--- config.mk ---
export PLATFORM = sky130hd
export DESIGN_NAME = data_cache_ctrl
export DESIGN_NICKNAME = d
export VERILOG_FILES = /design/src/rtl/data_cache_ctrl.sv
export SDC_FILE = /design/constraint.sdc
export NUM_CORES = 1
export LEC_CHECK = 0
export CAP_MARGIN = 20
export CORE_MARGIN = 1.5
export CORE_UTILIZATION = 60
export DETAILED_ROUTE_END_ITERATION = 16
export PLACE_DENSITY = 0.92
export REMOVE_ABC_BUFFERS = 1
export SYNTH_ARGS = -nofsm -noshare
export SYNTH_HDL_FRONTEND = slang
export SYNTH_SLANG_ARGS = --single-unit
--- constraint.sdc ---
create_clock -name Clk -period 5.25 [get_ports Clk]
set_input_delay 0.525 -clock Clk [delete_from_list [all_inputs] [get_ports Clk]]
set_output_delay 0.525 -clock Clk [all_outputs]
set_load 0.005 [all_outputs]
--- src/rtl/data_cache_ctrl.sv ---
// Direct-mapped, write-through, write-no-allocate data cache for the MEM stage.
// Loads hit combinationally; misses fill a whole line and stores write one word through.
module data_cache_ctrl #(
    parameter int LINES          = 4,
    parameter int WORDS_PER_LINE = 4
) (
    input  logic                         Clk,
    input  logic                         Reset_N,
    input  logic                         d_readM,
    input  logic                         d_writeM,
    input  logic [15:0]                  d_address,
    input  logic [15:0]                  d_wdata,
    output logic [15:0]                  d_rdata,
    output logic                         d_stall,
    output logic                         mem_req,
    output logic                         mem_we,
    output logic [15:0]                  mem_addr,
    output logic [15:0]                  mem_wdata,
    input  logic [16*WORDS_PER_LINE-1:0] mem_rdata,
    input  logic                         mem_ack,
    output logic [15:0]                  num_read_hit,
    output logic [15:0]                  num_read_miss
);

    localparam int LW    = 16 * WORDS_PER_LINE;
    localparam int OFF_W = $clog2(WORDS_PER_LINE);
    localparam int IDX_W = $clog2(LINES);
    localparam int TAG_W = 16 - OFF_W - IDX_W;

    typedef enum logic [1:0] {
        IDLE  = 2'd0,
        FILL  = 2'd1,
        WRITE = 2'd2
    } state_t;

    state_t            state_q, state_d;
    logic [15:0]       addr_q, addr_d;
    logic [15:0]       wdata_q, wdata_d;
    logic [15:0]       hit_cnt_q, hit_cnt_d;
    logic [15:0]       miss_cnt_q, miss_cnt_d;
    logic [LINES-1:0]  valid_q;
    logic [TAG_W-1:0]  tag_q  [LINES];
    logic [LW-1:0]     data_q [LINES];

    logic [OFF_W-1:0]  req_off, q_off;
    logic [IDX_W-1:0]  req_idx, q_idx;
    logic [TAG_W-1:0]  req_tag, q_tag;
    logic              req_hit, q_hit;
    logic              fill_we, wr_hit_we;

    assign req_off = d_address[OFF_W-1:0];
    assign req_idx = d_address[OFF_W +: IDX_W];
    assign req_tag = d_address[OFF_W+IDX_W +: TAG_W];
    assign q_off   = addr_q[OFF_W-1:0];
    assign q_idx   = addr_q[OFF_W +: IDX_W];
    assign q_tag   = addr_q[OFF_W+IDX_W +: TAG_W];

    assign req_hit = valid_q[req_idx] && (tag_q[req_idx] == req_tag);
    assign q_hit   = valid_q[q_idx] && (tag_q[q_idx] == q_tag);

    assign fill_we   = (state_q == FILL) && mem_ack;
    assign wr_hit_we = (state_q == WRITE) && mem_ack && q_hit;

    always_ff @(posedge Clk or negedge Reset_N) begin
        if (!Reset_N) begin
            state_q    <= IDLE;
            addr_q     <= '0;
            wdata_q    <= '0;
            hit_cnt_q  <= '0;
            miss_cnt_q <= '0;
            valid_q    <= '0;
        end else begin
            state_q    <= state_d;
            addr_q     <= addr_d;
            wdata_q    <= wdata_d;
            hit_cnt_q  <= hit_cnt_d;
            miss_cnt_q <= miss_cnt_d;
            if (fill_we) begin
                valid_q[q_idx] <= 1'b1;
            end
        end
    end

    // Tag and data storage carry no reset; valid bits alone gate their use.
    always_ff @(posedge Clk) begin
        if (fill_we) begin
            tag_q[q_idx]  <= q_tag;
            data_q[q_idx] <= mem_rdata;
        end else if (wr_hit_we) begin
            data_q[q_idx][16*q_off +: 16] <= wdata_q;
        end
    end

    always_comb begin
        state_d    = state_q;
        addr_d     = addr_q;
        wdata_d    = wdata_q;
        hit_cnt_d  = hit_cnt_q;
        miss_cnt_d = miss_cnt_q;
        d_rdata    = '0;
        d_stall    = 1'b0;
        mem_req    = 1'b0;
        mem_we     = 1'b0;
        mem_addr   = '0;
        mem_wdata  = '0;

        unique case (state_q)
            IDLE: begin
                if (d_writeM) begin
                    addr_d  = d_address;
                    wdata_d = d_wdata;
                    d_stall = 1'b1;
                    state_d = WRITE;
                end else if (d_readM) begin
                    if (req_hit) begin
                        d_rdata   = data_q[req_idx][16*req_off +: 16];
                        hit_cnt_d = hit_cnt_q + 16'd1;
                    end else begin
                        addr_d     = d_address;
                        d_stall    = 1'b1;
                        miss_cnt_d = miss_cnt_q + 16'd1;
                        state_d    = FILL;
                    end
                end
            end
            FILL: begin
                mem_req  = 1'b1;
                mem_addr = {addr_q[15:OFF_W], {OFF_W{1'b0}}};
                d_stall  = !mem_ack;
                if (mem_ack) begin
                    // Forward the requested word so the pipeline can advance this cycle.
                    d_rdata = mem_rdata[16*q_off +: 16];
                    state_d = IDLE;
                end
            end
            WRITE: begin
                mem_req   = 1'b1;
                mem_we    = 1'b1;
                mem_addr  = addr_q;
                mem_wdata = wdata_q;
                d_stall   = !mem_ack;
                if (mem_ack) begin
                    state_d = IDLE;
                end
            end
            default: state_d = IDLE;
        endcase
    end

    assign num_read_hit  = hit_cnt_q;
    assign num_read_miss = miss_cnt_q;

endmodule

==> impl_metrics.yaml, run 1 <==
power_and_ir_drop:
  ir_drop_mv: 0.377
  power_w: 0.00890
  power.density_nw_per_um2: 427
  power_leakage_nw: 7.91
sta:
  setup_violations: 0
  rsz0062_at_grt: "no"
  slew_viol_final: 0
  setup_slack_ns: 1.06
  fin_crit_ns: 4.19
  fin_crit_sh: 0.798
  finalSetupTns_ns: 0
  fmax_mhz: 239
  skew_ns: 0.0342
  hold_viol: 0
  slew_headroom: 0.155
  tightest_slew_ns: 1.27
clock_network:
  clkTransAtPathRegs_ns: 0.06
  cts-resized-gates: 0
  ctsHoldBuffers: 0
  cts_tree: "yes"
  clk_latency_ns: 0.56
  htreeDepth: 2
  post_cts_buffers: 0
  cts-root-buf: "clkbuf_16"
  clk_path_buf_depth: 3
  cts.sinks: 374
  numCtsBuffers: 39
placement:
  io_buffers: 183
  placed_cells: 1592
  finalWeightedCongestion: 0.812
  post-place-ws_ns: 1.09
  dpl.hpwl_mm: 28.8
cells_and_area:
  final_common_cell: "edfxtp_1"
  nFillCells: 1610
  fin_nets: 1367
  finalNonFillerCells: 1664
  seqCellArea_um2: 10900
  syn_to_final_growth_pct: 20.9
  utilization: 0.744
  drive_gt1_frac: 0.206
  final_cell_mix: "304 x edfxtp_1, 179 x clkdlybuf4s50_1, 112 x mux4_2, 85 x nand2_1, 77 x mux2i_1"
  multi_input_area_um2: 5820
logic_synthesis:
  avgSynthCellArea_um2: 16.4
  synth_adder_area_share: 0.00798
  synth_compound_area_frac: 0.0203
  synth-seq-area-share: 0.631
  ys.flop_type: "edfxtp_1"
  synth_seq_cells: 374
  synth-async-reset-ratio: 0.187
  post_synth_xor_area_fraction: 0.0300
  synthSimpleGateAreaFrac: 0.0587
  synth_top_family_by_area: "multiplexers"
  ys_types: 47
  synth_warnings: 0
  muxShareOfSynthArea: 0.218
  synthesis.area_um2: 17200
  synth_edf_count: 304
  netlist_instances: 1049
setup_path:
  crit_type: "in -> out"
  cp.required_ns: 4.72
  worstPathCellList: "buf_4 -> mux4_2 -> xnor2_1 -> o21ai_0 -> a211oi_1 -> and3_1 -> buf_4 -> a22o_1 -> clkdlybuf4s50_1"
  critPathLaunchType: "primary input"
  worstPathArrival_ns: 3.66
  cpMostUsedCell: "buf_4"
  crit_fanout: 23
  end_kind: "primary output"
  critical_path.max_stage_delay_ns: 0.57
  crit_slowest_cell: "mux4_2"
floorplanning:
  core.rowCount: 61
  die_area_um2: 29800
  core_area_um2: 28000
  die_x_um: 173
  io_pins: 184
  start_util: 0.616
  chipHeight_um: 173
detailed_routing:
  via_count: 10800
  drc: 0
  vias_per_cell: 6.50
  wl_per_cell_um: 27.9
  first_pass_iters: 5
  drtAntennaViolNets: 0
  drt_iter0_markers: 1145
  finalWirelength_mm: 46.4
global_route:
  grt_first_pass_wirelength_mm: 69.7
  top_usage_layer: "met2"
  first_global_vias: 11600
  grt_use_met1: 0.377
  grt.overflow.total: 0
  grtUsageMet2: 0.534
  grt_start_max_net_pins: 71
  grtUsageMet3: 0.0860
  track_usage: 0.317
  antenna_found_initial: 1
min_path:
  hold_path_class: "in -> async"
job:
  drv_cap: 0
status:
  outcome: "completed"
registers in the layout, summed over array words and instances (netlist names):
register       flops
state_q            2
wdata_q           16
tag_q             48
valid_q            4
data_q           256
num_read_miss     16
addr_q            16
num_read_hit      16
where the power goes:
part | internal, W | leakage, nW | switching [W]
Clock | 0.00149 | 0.599 | 0.00117
Sequential | 0.00360 | 3.62 | 0.000367
Combinational | 0.00110 | 3.69 | 0.00118
Yosys cell counts (all sizes together) (12+ instances only):
cell | number | share of area
xor2 | 33 | 0.017
mux4 | 114 | 0.15
nor2 | 12 | 0.0026
nand2 | 85 | 0.019
mux2 | 36 | 0.024
a22o | 16 | 0.0081
inv | 74 | 0.016
and2 | 35 | 0.013
xnor2 | 26 | 0.013
mux2i | 77 | 0.045
clkbuf | 25 | 0.0054
dfrtp | 70 | 0.10
a21oi | 19 | 0.0057
buf | 34 | 0.013
edfxtp | 304 | 0.53
final cells by class:
cell class / instances / share of cell area
Clock inverter: 16 / 0.00828
Clock buffer: 54 / 0.0510
Sequential cell: 374 / 0.522
Inverter: 74 / 0.0133
Antenna cell: 2 / 0.000240
Multi-Input combinational cell: 542 / 0.279
Timing Repair Buffer: 224 / 0.104
Tap cell: 378 / 0.0227
metal layers:
layer | vias up | part of all wire
li1 | 4413 | -
met1 | 5376 | 0.33
met2 | 836 | 0.50
met3 | 182 | 0.12
met4 | 2 | 0.051
met5 | - | 0.00028
through the flow:
step	cell area, um^2	hold WS, ns
floorplan	16900	0.229
finish	20900	0.154
CTS	20800	0.178
global placement	19600	0.462
detailed placement	19600	0.456
global route	20800	0.232
critical path, delay by kind of cell:
family / cells / cell delay [ns]
AOI/OAI and AO/OA: 3 / 0.85
buffers and inverters: 3 / 1.25
xor gates and xnor gates: 1 / 0.22
and+or+nand+nor: 1 / 0.22
muxes: 1 / 0.57
final timing paths:
| check | startpoint | slack, ns | cells past startpoint | endpoint |
|---|---|---|---|---|
| max | d_address[2] | 1.06 | 9 | d_rdata[14] |
| min | Reset_N | 0.15 | 1 | num_read_miss[9]$_DFFE_PN0P_ |
| max reg2reg | addr_q[2]$_DFFE_PN0P_ | 1.13 | 7 | data_q[1][21]$_DFFE_PP_ |
| min reg2reg | num_read_miss[15]$_DFFE_PN0P_ | 0.46 | 1 | num_read_miss[15]$_DFFE_PN0P_ |
| max in group asynchronous | Reset_N | 4.44 | 1 | wdata_q[1]$_DFFE_PN0P_ |
| min in group Clk | num_read_miss[15]$_DFFE_PN0P_ | 0.46 | 1 | num_read_miss[15]$_DFFE_PN0P_ |
cell families (layout without fill, tap and decap cells):
family,after synthesis,in the layout
muxes,227,227
AOI/OAI and AO/OA,49,49
DFF,374,374
and+or+nand+nor,196,196
buffers and inverters,133,368
other,0,2
xor gates and xnor gates,59,59
adders and majority gates,11,11
(Power assumes the default switching activity.)
==> run 2, diff against run 1 <==
CORE_UTILIZATION = 57   (was 60)
PLACE_DENSITY = 0.88   (was 0.92)
clock period = 4 ns   (was 5.25 ns; I/O delays follow)
==> run 2 against run 1 <==
Count of clock-buffer cells in the layout fell by 8. Critical endpoint is now d_rdata[9]. Design area rose by 0.96%. Die area increased by 5.2%.
==> impl_metrics.yaml, run 2 (synthesized netlist as in run 1, its figures left out) <==
detailed_routing:
  first_pass_iters: 5
  drt_iter0_markers: 1264
  via_count: 10700
  drtAntennaViolNets: 0
  finalWirelength_mm: 45.9
  vias_per_cell: 6.36
  drc: 0
  wl_per_cell_um: 27.2
cells_and_area:
  final_cell_mix: "304 x edfxtp_1, 180 x clkdlybuf4s50_1, 112 x mux4_2, 85 x nand2_1, 77 x mux2i_1"
  fin_nets: 1382
  largest-register: "data_q"
  final_common_cell: "edfxtp_1"
  utilization: 0.708
  largest_registers: "data_q (256), tag_q (48)"
  drive_gt1_frac: 0.215
  syn_to_final_growth_pct: 22.1
  finalNonFillerCells: 1688
  largest_register_ffs: 256
  n_antenna_cell: 0
sta:
  tightest_slew_ns: 0.904
  skew_ns: 0.0222
  fin_crit_ns: 3.77
  hold_viol: 0
  rsz0062_at_grt: "no"
  slew_headroom: 0.397
  fmax_mhz: 265
  fin_crit_sh: 0.943
  finalSetupTns_ns: 0
  setup_violations: 0
  slew_viol_final: 0
clock_network:
  htreeDepth: 2
  cts_tree: "yes"
  clkTransAtPathRegs_ns: 0.06
  cts-root-buf: "clkbuf_16"
  cts.sinks: 374
  clk_latency_ns: 0.53
  clk_path_buf_depth: 3
  cts-resized-gates: 0
  numCtsBuffers: 38
power_and_ir_drop:
  power.density_nw_per_um2: 560
  ir_drop_mv: 0.494
  power_leakage_nw: 8.01
global_route:
  first_global_vias: 11100
  grt_use_met1: 0.390
  grtUsageMet2: 0.508
  track_usage: 0.301
  grt.overflow.total: 0
  grt_first_pass_wirelength_mm: 68.0
  antenna_found_initial: 1
  top_usage_layer: "met2"
  grtUsageMet3: 0.0606
  grt_start_max_net_pins: 71
placement:
  finalWeightedCongestion: 0.835
  placed_cells: 1618
  io_buffers: 183
  dpl.hpwl_mm: 29.1
setup_path:
  cp.required_ns: 3.60
  worstPathArrival_ns: 3.37
  critPathLaunchType: "flip-flop"
  crit_type: "reg -> out"
  r2r_end: "data_q[1][22]$_DFFE_PP_"
  crit_fanout: 13
  worst_r2r_path_depth: 8
  end_kind: "primary output"
  reg2reg_from: "addr_q[2]$_DFFE_PN0P_"
  rrSetupSlack_ns: 0.59
floorplanning:
  die_x_um: 177
  io_pins: 184
  core_area_um2: 29700
  core.rowCount: 63
  die_area_um2: 31300
  start_util: 0.580
  chipHeight_um: 177
status:
  outcome: "completed"
job:
  drv_cap: 0
min_path:
  hold_path_class: "in -> async"
[run 2: cell types whose count changed in the layout (fill, tap and decap cells not counted), moves of 2 or more]
cell and delta:
clkinv_16 -2, buf_4 +10, nor3b_2 +3, clkinv_1 +6, clkbuf_1 -8, bufinv_16 +3
buf_12 +4, diode_2 -2, nor3b_4 -3
[run 2: per-layer routing]
| metal | vias to the layer above | share of wire | routed length (um) |
|---|---|---|---|
| met1 | 5448 | 0.35 | 16300 |
| met4 | 2 | 0.037 | 1710 |
| met3 | 128 | 0.11 | 5000 |
| met2 | 716 | 0.50 | 22900 |
| met5 | - | 0.00041 | 19 |
| li1 | 4439 | - | - |
[run 2: area by class of cell]
cell class                 count  area [um^2]
fill                        1799         8660
inverter                      74          278
multi-input combinational    542         5790
sequential                   374        10900
tap                          390          488
clock inverter                22          208
timing repair buffer         240         2360
clock buffer                  46         1040
[run 2: stage by stage]
step / instance area (um^2) / hold slack, ns / setup slack, ns / total power (W)
5_1_grt: 21100 / 0.394 / 0.154 / 0.0122
6_report: 21100 / 0.374 / 0.230 / 0.0118
3_5_place_dp: 19800 / 0.460 / 0.373 / 0.00824
3_3_place_gp: 19800 / 0.462 / 0.476 / 0.00810
2_1_floorplan: 16900 / 0.104 / -0.0512 / 0.00672
4_1_cts: 21000 / 0.0926 / 0.228 / 0.0118
[run 2: worst max-delay path by stage]
stage,cells after the start,endpoint,slack [ns],from
global placement,10,d_rdata[0],0.48,d_address[10]
detailed placement,10,d_rdata[9],0.37,d_address[10]
floorplan,6,data_q[0][0]$_DFFE_PP_,-0.05,addr_q[2]$_DFFE_PN0P_
finish,9,d_rdata[9],0.23,tag_q[3][4]$_DFFE_PP_
global route,9,d_rdata[9],0.15,tag_q[1][4]$_DFFE_PP_
CTS,9,d_rdata[9],0.23,tag_q[1][4]$_DFFE_PP_
[run 2: power by group]
part / switching [W] / internal [W] / leakage, nW / total (W)
combinational: 0.00144 / 0.00150 / 3.78 / 0.00294
clock: 0.00143 / 0.00212 / 0.610 / 0.00355
sequential: 0.000577 / 0.00472 / 3.62 / 0.00530
total: 0.00345 / 0.00833 / 8.01 / 0.0118
[run 2: worst max-delay path, cell delays in order (launching register included)]
cell	delay (ns)
edfxtp_1	0.39
mux4_2	0.50
xnor2_1	0.18
o21ai_0	0.11
a211oi_1	0.28
buf_4	0.19
and3_1	0.20
buf_4	0.30
a22o_1	0.20
clkdlybuf4s50_1	0.50
[run 2: what timing repair did]
action | 4_1_cts | 5_1_grt
endpoints found under the hold margin | 0 | 26
hold buffers | 0 | 1
buffers inserted | 0 | 0
